--- src/rtl/boot_loader_pkg.sv ---
// Shared definitions for the instruction-memory boot loader: FSM states,
// length field width and checksum seed.
package boot_loader_pkg;

    localparam int          LEN_W     = 16;
    localparam logic [7:0]  CSUM_INIT = 8'h00;

    typedef enum logic [2:0] {
        LEN0,
        LEN1,
        DATA,
        CSUM,
        DONE,
        ERR
    } state_t;

endpackage

--- src/rtl/imem_boot_loader_if.sv ---
// Byte-stream input and IMEM write port of the boot loader.
// master = loader side, slave = byte source / IMEM side.
interface imem_boot_loader_if;
    logic        in_valid;
    logic [7:0]  in_data;
    logic        in_ready;
    logic        imem_we;
    logic [31:0] imem_addr;
    logic [31:0] imem_wdata;

    modport master (
        input  in_valid, in_data,
        output in_ready, imem_we, imem_addr, imem_wdata
    );

    modport slave (
        output in_valid, in_data,
        input  in_ready, imem_we, imem_addr, imem_wdata
    );
endinterface

--- src/rtl/boot_word_packer.sv ---
// Packs four accepted bytes into a little-endian 32-bit word and emits a
// registered one-cycle word_valid pulse together with the packed word.
module boot_word_packer (
    input  logic        clk,
    input  logic        rst,
    input  logic        clear_i,
    input  logic        byte_valid_i,
    input  logic [7:0]  byte_data_i,
    output logic [1:0]  byte_cnt_o,
    output logic        word_valid_o,
    output logic [31:0] word_data_o
);
    logic [1:0]  cnt_q;
    logic [23:0] lanes;
    logic        word_valid_q;
    logic [31:0] word_q;
    logic        last_byte;

    assign last_byte = byte_valid_i && (cnt_q == 2'd3) && !clear_i;

    // Lanes 0..2 hold the low bytes; the 4th byte goes straight into the word.
    for (genvar gi = 0; gi < 3; gi++) begin : g_lane
        logic [7:0] lane_q;
        always_ff @(posedge clk) begin
            if (rst || clear_i) begin
                lane_q <= 8'h00;
            end else if (byte_valid_i && cnt_q == 2'(gi)) begin
                lane_q <= byte_data_i;
            end
        end
        assign lanes[8*gi +: 8] = lane_q;
    end

    always_ff @(posedge clk) begin
        if (rst || clear_i) begin
            cnt_q <= 2'd0;
        end else if (byte_valid_i) begin
            cnt_q <= cnt_q + 2'd1;
        end
    end

    always_ff @(posedge clk) begin
        if (rst) begin
            word_valid_q <= 1'b0;
            word_q       <= 32'h0;
        end else begin
            word_valid_q <= last_byte;
            if (last_byte) begin
                word_q <= {byte_data_i, lanes};
            end
        end
    end

    assign byte_cnt_o   = cnt_q;
    assign word_valid_o = word_valid_q;
    assign word_data_o  = word_q;
endmodule

--- src/rtl/imem_boot_loader.sv ---
// Receives a length-prefixed, XOR-checksummed program image as a byte stream,
// writes it word by word into IMEM and holds the CPU in reset until verified.
module imem_boot_loader
    import boot_loader_pkg::*;
#(
    parameter int          MAX_WORDS = 256,
    parameter logic [31:0] BASE_ADDR = 32'h0
) (
    input  logic               clk,
    input  logic               rst,
    imem_boot_loader_if.master bus,
    output logic               cpu_rst,
    output logic               done,
    output logic               error
);
    localparam int               IDX_W   = $clog2(MAX_WORDS + 1);
    localparam logic [LEN_W-1:0] MAX_LEN = LEN_W'(MAX_WORDS);

    state_t             state_q, state_d;
    logic               ready_q;
    logic [LEN_W-1:0]   len_q, len_d;
    logic [IDX_W-1:0]   idx_q, idx_d;
    logic [7:0]         csum_q, csum_d;
    logic [31:0]        addr_q, addr_d;
    logic               accept;
    logic               pk_valid;
    logic [1:0]         pk_cnt;
    logic [LEN_W-1:0]   len_full;

    assign accept   = bus.in_valid && ready_q;
    assign pk_valid = accept && (state_q == DATA);
    assign len_full = {bus.in_data, len_q[7:0]};

    boot_word_packer u_packer (
        .clk          (clk),
        .rst          (rst),
        .clear_i      (state_q != DATA),
        .byte_valid_i (pk_valid),
        .byte_data_i  (bus.in_data),
        .byte_cnt_o   (pk_cnt),
        .word_valid_o (bus.imem_we),
        .word_data_o  (bus.imem_wdata)
    );

    always_comb begin
        state_d = state_q;
        len_d   = len_q;
        idx_d   = idx_q;
        csum_d  = csum_q;
        addr_d  = addr_q;
        case (state_q)
            LEN0: if (accept) begin
                len_d[7:0] = bus.in_data;
                state_d    = LEN1;
            end
            LEN1: if (accept) begin
                len_d = len_full;
                if (len_full == '0)          state_d = CSUM;
                else if (len_full > MAX_LEN) state_d = ERR;
                else                         state_d = DATA;
            end
            DATA: if (accept) begin
                csum_d = csum_q ^ bus.in_data;
                // Address is latched with the 4th byte so it lines up with the write strobe.
                if (pk_cnt == 2'd3) begin
                    idx_d  = idx_q + 1'b1;
                    addr_d = BASE_ADDR + (32'(idx_q) << 2);
                    if (LEN_W'(idx_q) + LEN_W'(1) == len_q) state_d = CSUM;
                end
            end
            CSUM: if (accept) begin
                state_d = (bus.in_data == csum_q) ? DONE : ERR;
            end
            default: state_d = state_q;
        endcase
    end

    always_ff @(posedge clk) begin
        if (rst) begin
            state_q <= LEN0;
            ready_q <= 1'b0;
            len_q   <= '0;
            idx_q   <= '0;
            csum_q  <= CSUM_INIT;
            addr_q  <= BASE_ADDR;
        end else begin
            state_q <= state_d;
            ready_q <= (state_d != DONE) && (state_d != ERR);
            len_q   <= len_d;
            idx_q   <= idx_d;
            csum_q  <= csum_d;
            addr_q  <= addr_d;
        end
    end

    assign bus.in_ready  = ready_q;
    assign bus.imem_addr = addr_q;
    assign done          = (state_q == DONE);
    assign error         = (state_q == ERR);
    // Already merged with the pipeline reset, so the CPU can use it directly.
    assign cpu_rst       = rst || (state_q != DONE);
endmodule
--- src/flat_wrapper.sv ---
// flat-port wrapper written by rule: the top's interface ports become plain ports
module imem_boot_loader_flat import boot_loader_pkg::*;
#(
    parameter int          MAX_WORDS = 256,
    parameter logic [31:0] BASE_ADDR = 32'h0
)
  (clk, rst, cpu_rst, done, error, bus_in_valid, bus_in_data, bus_in_ready, bus_imem_we, bus_imem_addr, bus_imem_wdata);
  imem_boot_loader_if bus_i ();
  input  logic clk;
  input  logic rst;
  output logic cpu_rst;
  output logic done;
  output logic error;
  input wire logic [$bits(bus_i.in_valid)-1:0] bus_in_valid;
  input wire logic [$bits(bus_i.in_data)-1:0] bus_in_data;
  output wire logic [$bits(bus_i.in_ready)-1:0] bus_in_ready;
  output wire logic [$bits(bus_i.imem_we)-1:0] bus_imem_we;
  output wire logic [$bits(bus_i.imem_addr)-1:0] bus_imem_addr;
  output wire logic [$bits(bus_i.imem_wdata)-1:0] bus_imem_wdata;
  assign bus_i.in_valid = bus_in_valid;
  assign bus_i.in_data = bus_in_data;
  assign bus_in_ready = bus_i.in_ready;
  assign bus_imem_we = bus_i.imem_we;
  assign bus_imem_addr = bus_i.imem_addr;
  assign bus_imem_wdata = bus_i.imem_wdata;
  imem_boot_loader #(.MAX_WORDS(MAX_WORDS), .BASE_ADDR(BASE_ADDR)) u_core (.clk(clk), .rst(rst), .bus(bus_i), .cpu_rst(cpu_rst), .done(done), .error(error));
endmodule
--- config.mk ---
export PLATFORM = sky130hd
export DESIGN_NAME = imem_boot_loader_flat
export DESIGN_NICKNAME = d
export VERILOG_FILES = /design/src/rtl/boot_loader_pkg.sv /design/src/rtl/imem_boot_loader_if.sv /design/src/rtl/boot_word_packer.sv /design/src/rtl/imem_boot_loader.sv /design/src/flat_wrapper.sv
export SDC_FILE = /design/constraint.sdc
export NUM_CORES = 1
export LEC_CHECK = 0
export ABC_AREA = 1
export CAP_MARGIN = 20
export CORE_UTILIZATION = 50
export CTS_CLUSTER_SIZE = 8
export DETAILED_ROUTE_END_ITERATION = 12
export MAX_ROUTING_LAYER = met4
export PLACE_DENSITY = 0.77
export REMOVE_ABC_BUFFERS = 1
export SLEW_MARGIN = 20
export SYNTH_ARGS = -nofsm -noshare
export SYNTH_HDL_FRONTEND = slang
export SYNTH_SLANG_ARGS = --single-unit
--- constraint.sdc ---
create_clock -name clk -period 1.8 [get_ports clk]
set_clock_uncertainty 0.15 [all_clocks]
set_input_delay 0.54 -clock clk [delete_from_list [all_inputs] [get_ports clk]]
set_output_delay 0.54 -clock clk [all_outputs]
set_load 0.02 [all_outputs]
# After elaboration in Yosys (flattened, before gate mapping)

Cells that the tools add are included.

Flip-flop bits (word level): 105
Output and inout bits: 69
Word-level logic and storage cells: 63
Input port bits: 11

Reductions and logical operators: 18
Muxes and demuxes: 12
Eq/ne operators: 14
$add $sub $neg: 3
Order comparisons: 1
Bitwise operators: 2

Operators by type and width:

| cell                                                                              | count |
|---|---|
| 3-bit 2-to-1 mux                                                                  | 8 |
| 16-bit == test                                                                    | 1 |
| 16-bit by 9-bit greater-than comparator with 1-bit output (second input constant) | 1 |
| 16-bit zero test                                                                  | 1 |
| 8-bit case mux with 2 select lines                                                | 1 |
| 3-bit case mux with 4 select lines                                                | 1 |
| 9-bit by 1-bit adder with 10-bit output (second input constant)                   | 1 |
| 9-bit by 1-bit adder with 9-bit output (second input constant)                    | 1 |
| 3-bit inequality test (second input constant)                                     | 3 |
| 8-bit == test                                                                     | 1 |
| 1-bit logical AND                                                                 | 8 |
| 8-bit 2-to-1 mux                                                                  | 1 |
| 8-bit XOR                                                                         | 1 |
| 3-bit by 2-bit == test with 1-bit output (second input constant)                  | 2 |
| 3-bit == test (second input constant)                                             | 2 |
| 3-bit AND reduction                                                               | 2 |
| 2-bit == test (second input constant)                                             | 2 |
| 2-bit AND reduction                                                               | 2 |
| 3-bit by 1-bit == test with 1-bit output (second input constant)                  | 1 |
| 3-bit zero test                                                                   | 1 |
| 3-bit by 2-bit inequality test with 1-bit output (second input constant)          | 1 |
| 2-bit by 1-bit adder with 2-bit output (second input constant)                    | 1 |
| 2-bit by 1-bit == test with 1-bit output (second input constant)                  | 1 |
| 2-bit zero test                                                                   | 1 |
| 4 further kinds                                                                   | 5 |

# Longest topological paths before layout

Depth in word-level cells: 8
Gate-level depth with buffers: 12
Depth with buffers taken out: 12

# Modules after synthesis

A second synthesis with hierarchy kept.

Cell total of the unflattened synthesis: 684
Area, all modules: 4,773.3 µm²

Modules (own cells, without submodules):

| module           | area each (µm²) | seq. area each (µm²) | cells an instance | times used |
|---|---|---|---|---|
| imem_boot_loader | 2,481.1         | 920.9                | 359               | 1 |
| boot_word_packer | 2,292.2         | 1,181.1              | 325               | 1 |

# Worst setup path before layout

No wires, ideal clock.

Kind: register to output
From: reg u_core.state_q[2]
To: out cpu_rst
Stages on the path, launching flop included: 4
Data arrival time: 1.231 ns
Path slack: -0.121 ns
Path buffers: 0
Required time: 1.110 ns
Cell sequence: dfxtp_1 -> inv_2 -> nor3_1 -> nand2_1

Cells in the longest elaborated chain, start to end: 2

Ends and longest elaborated chain:

| what                   | RTL line                | RTL |
|---|---|---|
| from (decl)            | imem_boot_loader.sv:19  | `state_t state_q, state_d;` |
| from (signal assigned) | imem_boot_loader.sv:87  | `state_q <= state_d;` |
| 3-bit inequality test  | imem_boot_loader.sv:101 | `assign cpu_rst = rst \|\| (state_q != DONE);` |
| 1-bit logical OR       | imem_boot_loader.sv:101 |  |
| to (decl)              | flat_wrapper.sv:11      | `output logic cpu_rst;` |

Every way passes these cells.

# Worst setup path in the final report

From: reg u_core.state_q[0]
To: out cpu_rst

The elaborated chain is that of the path after synthesis.

==> flow_metrics.tcl <==
set metrics [dict create \
    status "finished, violations left" \
    violations "negative setup slack" \
    die_area_sq_um 9260 \
    ys_seq_elements 105 \
    grtUsageTotal 0.237 \
    finalCritPeriodShare 1.01 \
    dp_hpwl_mm 7.07 \
    p_leak_nw 2.47 \
    hp-start "u_core.u_packer.g_lane[0].lane_q[3]$_SDFFE_PP0P_" \
    fin_nets 692 \
    port_buffers 56 \
    min_to "u_core.u_packer.g_lane[0].lane_q[3]$_SDFFE_PP0P_" \
    wl_mm 10.9 \
    antenna_cells 0 \
    synth_top_area_frac 0.474 \
    setup_tns_ns -0.0135 \
    max_freq_mhz 551 \
    slowest_stage "dfxtp_4" \
    synth_common_cells "dfxtp_1, o21ai_0, nor2_1" \
    p_sw_frac 0.264 \
    yosysMostFrequentCell "dfxtp_1" \
    ys_top_cells_by_area "dfxtp_1, o21ai_0, a21oi_1, nor2_1, nand2_1" \
    clk_latency_ns 0.36 \
    crit_chain "nor3_4, nand2_1, buf_6" \
    die_width_microns 96.2 \
    cts_root_buffer "clkbuf_8" \
    r2r_end "u_core.state_q[0]$_SDFF_PP0_" \
    num_io_pins 80 \
    worst_slack_ns -0.0135 \
    hold_viol_final 0 \
    grt_max_degree 76 \
    synth.yosys.seq_area_share 0.474 \
    num_vias 4091 \
    startpoint_type "register" \
    yosysTopAreaCell "dfxtp_1" \
    fin_total_pwr_mw 4.08 \
    drc 0 \
    clk_pin_slew_ns 0.10 \
    synth_cells 588 \
    grt_pass1_wl_mm 16.5 \
    grt_pass1_vias 3635 \
    rows 34 \
    cts_buffers 9 \
    cpPeakStageDelay_ns 0.37 \
    async_flop_share 0 \
    antenna_found_initial 0 \
    first_pass_iters 5 \
    initial_utilization 0.512 \
    grt_setup_unrepaired "true" \
    vdd_drop_max_v 0.000454 \
    p_switching_mw 1.08 \
    reg2reg_depth 11 \
    drv_slew 0 \
    fp.dieH_microns 96.2 \
    p_seq_frac 0.583 \
    worst_pin_slew_ns 0.646 \
    gp_congestion 0.876 \
    drv_cap 0 \
    cp.required_ns 1.11 \
    synth_warnings 0 \
    powerDensity_nw_per_um2 731 \
    endpoint_kind "output pin" \
    syn_to_final_growth_pct 25.6 \
    core_region_area_sq_um 8680 \
    cts_sinks 105 \
    setup_viol 1 \
    drtIter0Drc 212 \
    overflow 0 \
    internal_power_mw 3.00 \
    worstSetupPathType "reg -> out" \
    power_frac_clock 0.330 \
    clockBufferDepth 2 \
    stdcell_count 789 \
    synth_edf_count 0 \
    dp_worst_setup_slack_ns -0.615 \
    max-slew-margin-rel 0.569 \
    htree_levels 3 \
    wl_per_cell_microns 13.9 \
    drive_gt1_frac 0.126 \
    hold_path_class "reg -> reg" \
    min_period_ns 1.81 \
    synth.distinct_cells 26 \
    synthesis.area_sq_um 4440 \
    synth_area_per_cell_sq_um 7.55 \
    fin_util 0.642 \
    worstReg2RegStart "u_core.idx_q[0]$_SDFFE_PP0P_" \
    cp_max_fo 3 \
    ys_dominant_reg_cell "dfxtp_1" \
    worstHoldPathCells 2 \
    cts_tree "built" \
    r2r_slack_ns 0.04 \
    viasPerCell 5.19 \
    cp_data_arrival_time_ns 1.12 \
    placedCellCount 768 \
    pwr-share-comb 0.087 \
    drtAntennaViolNets 0 \
]
routing by layer:
layer	vias up	wire length (microns)	track usage
met1	1905	4810	0.294
met3	22	418	0.0395
li1	2048	-	-
met4	0	206	0.103
met2	116	5500	0.379
met5	-	0	-
layout make-up:
class	count	area [sq um]
tap	108	135
clock buffer	10	128
timing repair buffer	105	1010
sequential	105	2110
clock inverter	6	50.0
multi-input combinational	402	1940
fill	737	3100
inverter	53	204
cells by family (layout without fill, tap and decap cells):
logic type / count (synthesis) / after routing / synth area share
other: 1 / 23 / 0.000845
DFF: 105 / 105 / 0.474
xor gates and xnor gates: 8 / 8 / 0.0158
adders and majority gates: 5 / 5 / 0.0141
and+or+nand+nor: 190 / 190 / 0.182
AOI/OAI and AO/OA: 176 / 176 / 0.200
buffers and inverters: 103 / 174 / 0.114
worst max-delay path, delay by kind of cell (launching register included):
family	cells	cell delay [ns]
buffers and inverters	1	0.13
flip-flops	1	0.37
AND/OR/NAND/NOR	2	0.26
registers in the layout (all words and copies together), names as in the netlist, 2 cells and up:
name / flops
u_core.idx_q: 9
u_core.u_packer.byte_cnt_o: 2
u_core.state_q: 3
u_core.csum_q: 8
u_core.len_q: 16
u_core.bus.imem_addr: 9
u_core.u_packer.g_lane.lane_q: 24
u_core.u_packer.word_data_o: 32
how the worst max path moves through the flow:
stage	from	to	slack [ns]
after floorplan	bus_in_valid	u_core.idx_q[3]$_SDFFE_PP0P_	-0.55
after global placement	rst	cpu_rst	-0.60
after detailed placement	rst	cpu_rst	-0.61
after CTS	u_core.state_q[1]$_SDFF_PP0_	cpu_rst	-0.04
after global routing	u_core.state_q[1]$_SDFF_PP0_	cpu_rst	-0.09
final	u_core.state_q[0]$_SDFF_PP0_	cpu_rst	-0.01
layout by cell type (no fill, tap or decap), types with 2 or more instances in the layout:
master	instances
xor2_1	2
nand2_2	3
clkdlybuf4s15_1	11
o21ai_0	95
inv_1	47
clkinvlp_4	4
clkbuf_8	9
dfxtp_1	102
nand3_1	24
nand2_1	71
conb_1	23
inv_2	5
buf_12	4
clkbuf_16	4
nand3b_1	4
nor2_1	80
dlymetal6s2s_1	3
ha_1	5
dfxtp_2	2
a31oi_1	3
clkdlybuf4s50_1	6
xnor2_1	6
a21oi_1	73
o21ai_1	4
buf_4	43
dlygate4sd2_1	33
metrics by stage:
stage	cell area, sq um	hold WS [ns]
finish	5580	0.310
floorplan	4220	0.281
detailed placement	5280	0.298
global route	5580	0.331
global placement	5280	0.288
CTS	5420	0.313
power groups by stage:
stage	clock, mW	combinational [mW]	sequential, mW
final	1.35	0.356	2.38
after global routing	1.47	0.395	2.38
after CTS	1.37	0.346	2.37
after detailed placement	0	0.344	2.43
after global placement	0	0.335	2.42
after floorplan	0	0.193	2.42
repair_timing:
| item | CTS | global route |
|---|---|---|
| buffers inserted | 0 | 1 |
| pin swaps | 0 | 1 |
| gates resized for setup | 69 | 23 |
| endpoints found under the setup margin | 80 | 60 |
| gates cloned | 0 | 4 |
| hold buffers | 0 | 0 |
(Power assumes the default switching activity.)
